### src/rtl/dm_sba_if.sv
// DMI register port and system bus bundle for the debug-module SBA block.
// master: the SBA controller; slave: the DMI host plus the bus target.
interface dm_sba_if #(
  parameter int AW = 32
);
  logic          reg_wr;
  logic          reg_rd;
  logic [6:0]    reg_addr;
  logic [31:0]   reg_wdata;
  logic [31:0]   reg_rdata;
  logic          sb_req;
  logic          sb_we;
  logic [AW-1:0] sb_addr;
  logic [3:0]    sb_be;
  logic [31:0]   sb_wdata;
  logic          sb_gnt;
  logic          sb_rvalid;
  logic [31:0]   sb_rdata;
  logic          sb_err;

  modport master (
    input  reg_wr, reg_rd, reg_addr, reg_wdata,
    output reg_rdata,
    output sb_req, sb_we, sb_addr, sb_be, sb_wdata,
    input  sb_gnt, sb_rvalid, sb_rdata, sb_err
  );

  modport slave (
    output reg_wr, reg_rd, reg_addr, reg_wdata,
    input  reg_rdata,
    input  sb_req, sb_we, sb_addr, sb_be, sb_wdata,
    output sb_gnt, sb_rvalid, sb_rdata, sb_err
  );
endinterface

### src/rtl/dm_sba.sv
// Debug-module system bus access: sbcs/sbaddress0/sbdata0 plus a single
// outstanding req/gnt/rvalid bus cycle. Ports: clk, rst (async high), bus.
module dm_sba #(
  parameter int AW = 32
) (
  input  logic     clk,
  input  logic     rst,
  dm_sba_if.master bus
);

  localparam logic [6:0] A_CS   = 7'h38;
  localparam logic [6:0] A_ADDR = 7'h39;
  localparam logic [6:0] A_DATA = 7'h3C;

  typedef enum logic [1:0] {
    S_IDLE,
    S_REQ,
    S_RSP
  } state_t;

  state_t r_state;
  state_t w_next;

  logic [AW-1:0] r_addr;
  logic [31:0]   r_data;
  logic          r_busyerr;
  logic          r_rdonaddr;
  logic [2:0]    r_access;
  logic          r_autoinc;
  logic          r_rdondata;
  logic [2:0]    r_err;
  logic          r_we;
  logic [AW-1:0] r_baddr;
  logic [1:0]    r_sz;
  logic [3:0]    r_be;
  logic [31:0]   r_wdata;

  logic          w_busy;
  logic          w_wr_cs;
  logic          w_wr_addr;
  logic          w_wr_data;
  logic          w_rd_data;
  logic          w_viol;
  logic          w_ok;
  logic          w_go_wr;
  logic          w_go_rd;
  logic          w_go;
  logic          w_bad_size;
  logic          w_misal;
  logic          w_launch;
  logic          w_done;
  logic [AW-1:0] w_naddr;
  logic [31:0]   w_ndata;
  logic [3:0]    w_be;
  logic [31:0]   w_wrep;
  logic [31:0]   w_shift;
  logic [31:0]   w_rext;
  logic [AW-1:0] w_step;
  logic [31:0]   w_sbcs;
  logic [31:0]   w_rdata;
  logic          w_sel_cs;
  logic          w_sel_addr;
  logic          w_sel_data;

  assign w_busy    = (r_state != S_IDLE);
  assign w_wr_cs   = bus.reg_wr && (bus.reg_addr == A_CS);
  assign w_wr_addr = bus.reg_wr && (bus.reg_addr == A_ADDR);
  assign w_wr_data = bus.reg_wr && (bus.reg_addr == A_DATA);
  // a write in the same cycle wins over the read strobe
  assign w_rd_data = bus.reg_rd && !bus.reg_wr
                  && (bus.reg_addr == A_DATA);

  assign w_viol = w_busy && (w_wr_addr || w_wr_data || w_rd_data);
  assign w_ok   = !w_busy && !r_busyerr && (r_err == 3'd0);

  assign w_go_wr = w_ok && w_wr_data;
  assign w_go_rd = w_ok && ((w_wr_addr && r_rdonaddr)
                         || (w_rd_data && r_rdondata));
  assign w_go    = w_go_wr || w_go_rd;

  // bus cycle sees the register values as updated by the same strobe
  assign w_naddr = w_wr_addr ? bus.reg_wdata[AW-1:0] : r_addr;
  assign w_ndata = w_wr_data ? bus.reg_wdata : r_data;

  assign w_bad_size = (r_access > 3'd2);
  assign w_misal    = ((r_access == 3'd1) && w_naddr[0])
                   || ((r_access == 3'd2) && (w_naddr[1:0] != 2'd0));
  assign w_launch   = w_go && !w_bad_size && !w_misal;
  assign w_done     = (r_state == S_RSP) && bus.sb_rvalid;

  always_comb begin
    w_be   = 4'b1111;
    w_wrep = w_ndata;
    unique case (r_access[1:0])
      2'd0: begin
        w_be   = 4'b0001 << w_naddr[1:0];
        w_wrep = {4{w_ndata[7:0]}};
      end
      2'd1: begin
        w_be   = 4'b0011 << w_naddr[1:0];
        w_wrep = {2{w_ndata[15:0]}};
      end
      default: ;
    endcase
  end

  assign w_shift = bus.sb_rdata >> {r_baddr[1:0], 3'b000};

  always_comb begin
    w_rext = w_shift;
    unique case (r_sz)
      2'd0:    w_rext = {24'd0, w_shift[7:0]};
      2'd1:    w_rext = {16'd0, w_shift[15:0]};
      default: ;
    endcase
  end

  always_comb begin
    w_step      = '0;
    w_step[2:0] = 3'd1 << r_sz;
  end

  always_comb begin
    w_next = r_state;
    unique case (r_state)
      S_IDLE:  if (w_launch)      w_next = S_REQ;
      S_REQ:   if (bus.sb_gnt)    w_next = S_RSP;
      S_RSP:   if (bus.sb_rvalid) w_next = S_IDLE;
      default: w_next = S_IDLE;
    endcase
  end

  always_ff @(posedge clk or posedge rst) begin
    if (rst) r_state <= S_IDLE;
    else     r_state <= w_next;
  end

  always_ff @(posedge clk or posedge rst) begin
    if (rst) begin
      r_addr     <= '0;
      r_data     <= '0;
      r_busyerr  <= 1'b0;
      r_rdonaddr <= 1'b0;
      r_access   <= 3'd2;
      r_autoinc  <= 1'b0;
      r_rdondata <= 1'b0;
      r_err      <= 3'd0;
      r_we       <= 1'b0;
      r_baddr    <= '0;
      r_sz       <= 2'd0;
      r_be       <= 4'd0;
      r_wdata    <= '0;
    end else begin
      if (w_wr_cs) begin
        r_busyerr  <= r_busyerr & ~bus.reg_wdata[22];
        r_rdonaddr <= bus.reg_wdata[20];
        r_access   <= bus.reg_wdata[19:17];
        r_autoinc  <= bus.reg_wdata[16];
        r_rdondata <= bus.reg_wdata[15];
        r_err      <= r_err & ~bus.reg_wdata[14:12];
      end
      if (w_viol)                r_busyerr <= 1'b1;
      if (!w_busy && w_wr_addr)  r_addr    <= w_naddr;
      if (!w_busy && w_wr_data)  r_data    <= bus.reg_wdata;
      if (w_go && w_bad_size)    r_err     <= 3'd4;
      else if (w_go && w_misal)  r_err     <= 3'd3;
      if (w_launch) begin
        r_we    <= w_go_wr;
        r_baddr <= w_naddr;
        r_sz    <= r_access[1:0];
        r_be    <= w_be;
        r_wdata <= w_wrep;
      end
      if (w_done) begin
        if (bus.sb_err) begin
          r_err <= 3'd2;
        end else begin
          if (!r_we)     r_data <= w_rext;
          if (r_autoinc) r_addr <= r_addr + w_step;
        end
      end
    end
  end

  assign w_sbcs = {3'd1, 6'd0, r_busyerr, w_busy, r_rdonaddr,
                   r_access, r_autoinc, r_rdondata, r_err,
                   7'(AW), 2'b00, 3'b111};

  assign w_sel_cs   = (bus.reg_addr == A_CS);
  assign w_sel_addr = (bus.reg_addr == A_ADDR);
  assign w_sel_data = (bus.reg_addr == A_DATA);

  always_comb begin
    w_rdata = '0;
    unique case (1'b1)
      w_sel_cs:   w_rdata = w_sbcs;
      w_sel_addr: w_rdata = 32'(r_addr);
      w_sel_data: w_rdata = r_data;
      default:    ;
    endcase
  end

  assign bus.reg_rdata = w_rdata;
  assign bus.sb_req    = (r_state == S_REQ);
  assign bus.sb_we     = r_we;
  assign bus.sb_addr   = r_baddr;
  assign bus.sb_be     = r_be;
  assign bus.sb_wdata  = r_wdata;

endmodule

### src/flat_wrapper.sv
// flat-port wrapper written by rule: the top's interface ports become plain ports
module dm_sba_flat 
#(
  parameter int AW = 32
)
  (clk, rst, bus_reg_wr, bus_reg_rd, bus_reg_addr, bus_reg_wdata, bus_reg_rdata, bus_sb_req, bus_sb_we, bus_sb_addr, bus_sb_be, bus_sb_wdata, bus_sb_gnt, bus_sb_rvalid, bus_sb_rdata, bus_sb_err);
  dm_sba_if #(.AW(AW)) bus_i ();
  input  logic clk;
  input  logic rst;
  input wire logic [$bits(bus_i.reg_wr)-1:0] bus_reg_wr;
  input wire logic [$bits(bus_i.reg_rd)-1:0] bus_reg_rd;
  input wire logic [$bits(bus_i.reg_addr)-1:0] bus_reg_addr;
  input wire logic [$bits(bus_i.reg_wdata)-1:0] bus_reg_wdata;
  output wire logic [$bits(bus_i.reg_rdata)-1:0] bus_reg_rdata;
  output wire logic [$bits(bus_i.sb_req)-1:0] bus_sb_req;
  output wire logic [$bits(bus_i.sb_we)-1:0] bus_sb_we;
  output wire logic [$bits(bus_i.sb_addr)-1:0] bus_sb_addr;
  output wire logic [$bits(bus_i.sb_be)-1:0] bus_sb_be;
  output wire logic [$bits(bus_i.sb_wdata)-1:0] bus_sb_wdata;
  input wire logic [$bits(bus_i.sb_gnt)-1:0] bus_sb_gnt;
  input wire logic [$bits(bus_i.sb_rvalid)-1:0] bus_sb_rvalid;
  input wire logic [$bits(bus_i.sb_rdata)-1:0] bus_sb_rdata;
  input wire logic [$bits(bus_i.sb_err)-1:0] bus_sb_err;
  assign bus_i.reg_wr = bus_reg_wr;
  assign bus_i.reg_rd = bus_reg_rd;
  assign bus_i.reg_addr = bus_reg_addr;
  assign bus_i.reg_wdata = bus_reg_wdata;
  assign bus_reg_rdata = bus_i.reg_rdata;
  assign bus_sb_req = bus_i.sb_req;
  assign bus_sb_we = bus_i.sb_we;
  assign bus_sb_addr = bus_i.sb_addr;
  assign bus_sb_be = bus_i.sb_be;
  assign bus_sb_wdata = bus_i.sb_wdata;
  assign bus_i.sb_gnt = bus_sb_gnt;
  assign bus_i.sb_rvalid = bus_sb_rvalid;
  assign bus_i.sb_rdata = bus_sb_rdata;
  assign bus_i.sb_err = bus_sb_err;
  dm_sba #(.AW(AW)) u_core (.clk(clk), .rst(rst), .bus(bus_i));
endmodule
### config.mk
export PLATFORM = sky130hd
export DESIGN_NAME = dm_sba_flat
export DESIGN_NICKNAME = d
export VERILOG_FILES = /design/src/rtl/dm_sba_if.sv /design/src/rtl/dm_sba.sv /design/src/flat_wrapper.sv
export SDC_FILE = /design/constraint.sdc
export NUM_CORES = 1
export LEC_CHECK = 0
export CORE_UTILIZATION = 52
export CTS_CLUSTER_SIZE = 20
export DETAILED_ROUTE_END_ITERATION = 8
export MAX_ROUTING_LAYER = met4
export PLACE_DENSITY = 0.92
export SLEW_MARGIN = 30
export SYNTH_ARGS = -nofsm -noshare
export SYNTH_HDL_FRONTEND = slang
export SYNTH_SLANG_ARGS = --single-unit
### constraint.sdc
create_clock -name clk -period 6.1 [get_ports clk]
set_input_delay 1.22 -clock clk [delete_from_list [all_inputs] [get_ports clk]]
set_output_delay 1.22 -clock clk [all_outputs]
set_load 0.02 [all_outputs]
==> reports/qor.csv <==
metric;value;unit
avgSynthCellArea;8.96;µm²
setup_tns;0;ns
netlist-cell-type-count;67;
numCtsBuffers;17;
cts_resized;0;
routabilityCongestion;1.04;
synth_flop_cell;dfrtp_1;
synth_cells;974;
syn-num-nets;1055;
drtAntennaViolNets;0;
min_to;u_core.bus.sb_addr[17];
cts_tree;built;
required;4.88;ns
layout_common_cells;clkdlybuf4s50_1, dfrtp_1, nand2_1;
htree_levels;4;
hpwl;21600;µm
cts.sinks;147;
yosysSeqAreaShare;42.2;%
hp-class;flip-flop to flip-flop;
holdPathStages;2;
die_x;132;µm
portBuffers;179;
fin_crit_sh;88.2;%
dieArea;0.0173;mm²
clk_pin_slew;0.06;ns
vias_per_cell;6.58;
wl;30000;µm
syn2layout_area_growth;28.8;%
skew;0.00671;ns
ys.warnings.count;0;
hold_start;u_core.bus.sb_addr[17];
ir_drop;0.000228;V
maxCapViolCount;0;
synth_edf_count;0;
path_class;primary input to output pin;
clockRootBuffer;clkbuf_16;
mostFrequentLayoutCell;clkdlybuf4s50_1;
drc_errors;0;
io-pin-count;180;
start_util;53.0;%
cts_hold_buf;0;
fin_nets;1184;
synth_seq_cells;147;
drt_pass1_iterations;6;
cp-start-kind;primary input;
power;2.67;mW
synthArstFlopShare;100;%
status;finished, final reports clean;
r2r_end;u_core.r_sz[1];
reg2reg_slack;2.59;ns
setup_viol;0;
die_y;132;µm
syn_area;0.00873;mm²
critPathCaptureType;output pin;
track_usage;36.2;%
timing.slew.headroom;39.2;%
cts_max_path_buffers;2;
cts_setup_buffers;0;
grt_pass1_vias;8214;
dr_total_vias;8805;
worst_slack;0.717;ns
insertion_delay;0.44;ns
grt_pass1_wl;46600;µm
max_freq;186;MHz
grt_max_degree;108;
routedWlPerCell;22.4;µm
r2r_cells;6;
drtIter0Drc;1423;
rows;47;
worst_pin_slew;0.899;ns
worstReg2RegStart;u_core.r_access[1];
dp_slack;0.786;ns
antenna_found_initial;1;
core;0.0165;mm²
overflow;0;
drive_above_1_share;7.44;%
cp.arrival;4.16;ns
critical_path.max_fanout;16;
finalHoldViolCount;0;
synth.top_cell.area_share;41.9;%
rsz0062_at_grt;no;
p_per_area;237;mW/mm²
maxSlewViolCount;0;
p_leak;4.46;nW
yosysTopAreaCell;dfrtp_1;
utilization;68.3;%
synthTopCellsByArea;dfrtp_1, mux2i_1, o21ai_0, nand2_1, nor2_1;
post-route-min-period;5.38;ns
## state kept, by name, indices dropped and copies added (netlist names)
name                 cells
u_core.r_state           2
u_core.bus.sb_addr      32
u_core.bus.sb_be         4
u_core.r_addr           32
u_core.r_autoinc         1
u_core.r_rdondata        1
u_core.bus.sb_we         1
u_core.bus.sb_wdata     32
u_core.r_sz              2
u_core.r_access          3
u_core.r_busyerr         1
u_core.r_err             3
u_core.r_rdonaddr        1
u_core.r_data           32
## stage by stage
step,area (µm²),hold WS [ns],std cells
after global routing,11200,0.499,1337
final,11200,0.475,1338
after detailed placement,10600,0.469,1304
after global placement,10600,0.461,1304
after CTS,11200,0.483,1336
after floorplan,8730,0.476,974
## worst max-delay path, stage by stage
cell and delay (ns):
clkdlybuf4s50_1 0.84, nor4b_1 0.51, and2_1 0.72, a22o_1 0.27, clkdlybuf4s50_1 0.60
## where the power goes
part	internal, mW	total (mW)	switching [mW]
logic	0.175	0.395	0.220
clock network	0.686	1.12	0.432
registers	1.04	1.16	0.112
total	1.90	2.67	0.764
## kinds of logic after synthesis
logic type | synth area share (%)
AOI/OAI and AO/OA | 20.7
xor gates and xnor gates | 0.201
buffers and inverters | 4.83
DFF | 42.2
and+or+nand+nor | 17.1
muxes | 14.4
adders and majority gates | 0.545
## synth_stat cells (11+ instances only)
cell and instances:
a211oi_1 21, a21oi_1 58, a221oi_1 16, a22o_1 16, a311oi_1 11, buf_2 18
clkbuf_1 53, dfrtp_1 146, inv_1 15, mux2_2 18, mux2i_1 101, nand2_1 124
nand3_1 24, nor2_1 80, nor2b_1 11, nor3_1 15, o21ai_0 95, o22ai_1 15
## worst max-delay path by stage
stage                                  endpoint  depth (start not counted)             from
after floorplan           u_core.bus.sb_addr[0]                          1              rst
after global placement         bus_reg_rdata[7]                          5  bus_reg_addr[2]
after detailed placement      bus_reg_rdata[26]                          5  bus_reg_addr[2]
after CTS                     bus_reg_rdata[26]                          5  bus_reg_addr[2]
after global routing           bus_reg_rdata[6]                          5  bus_reg_addr[2]
final                         bus_reg_rdata[28]                          5  bus_reg_addr[2]
## routing by layer
metal / track usage, % / vias to the layer above / wire [µm]
li1: - / 3824 / -
met1: 45.3 / 4227 / 11700
met2: 54.1 / 623 / 13500
met3: 9.49 / 131 / 3230
met4: 18.4 / 0 / 1630
met5: - / - / 0
## layout make-up
type	count	area (µm²)
timing repair buffer	194	1900
sequential	147	3680
fill	1234	5230
antenna	2	5.00
tap	220	275
inverter	15	63.8
clock inverter	15	206
multi-input combinational	728	4680
clock buffer	17	425
(Power assumes the default switching activity.)
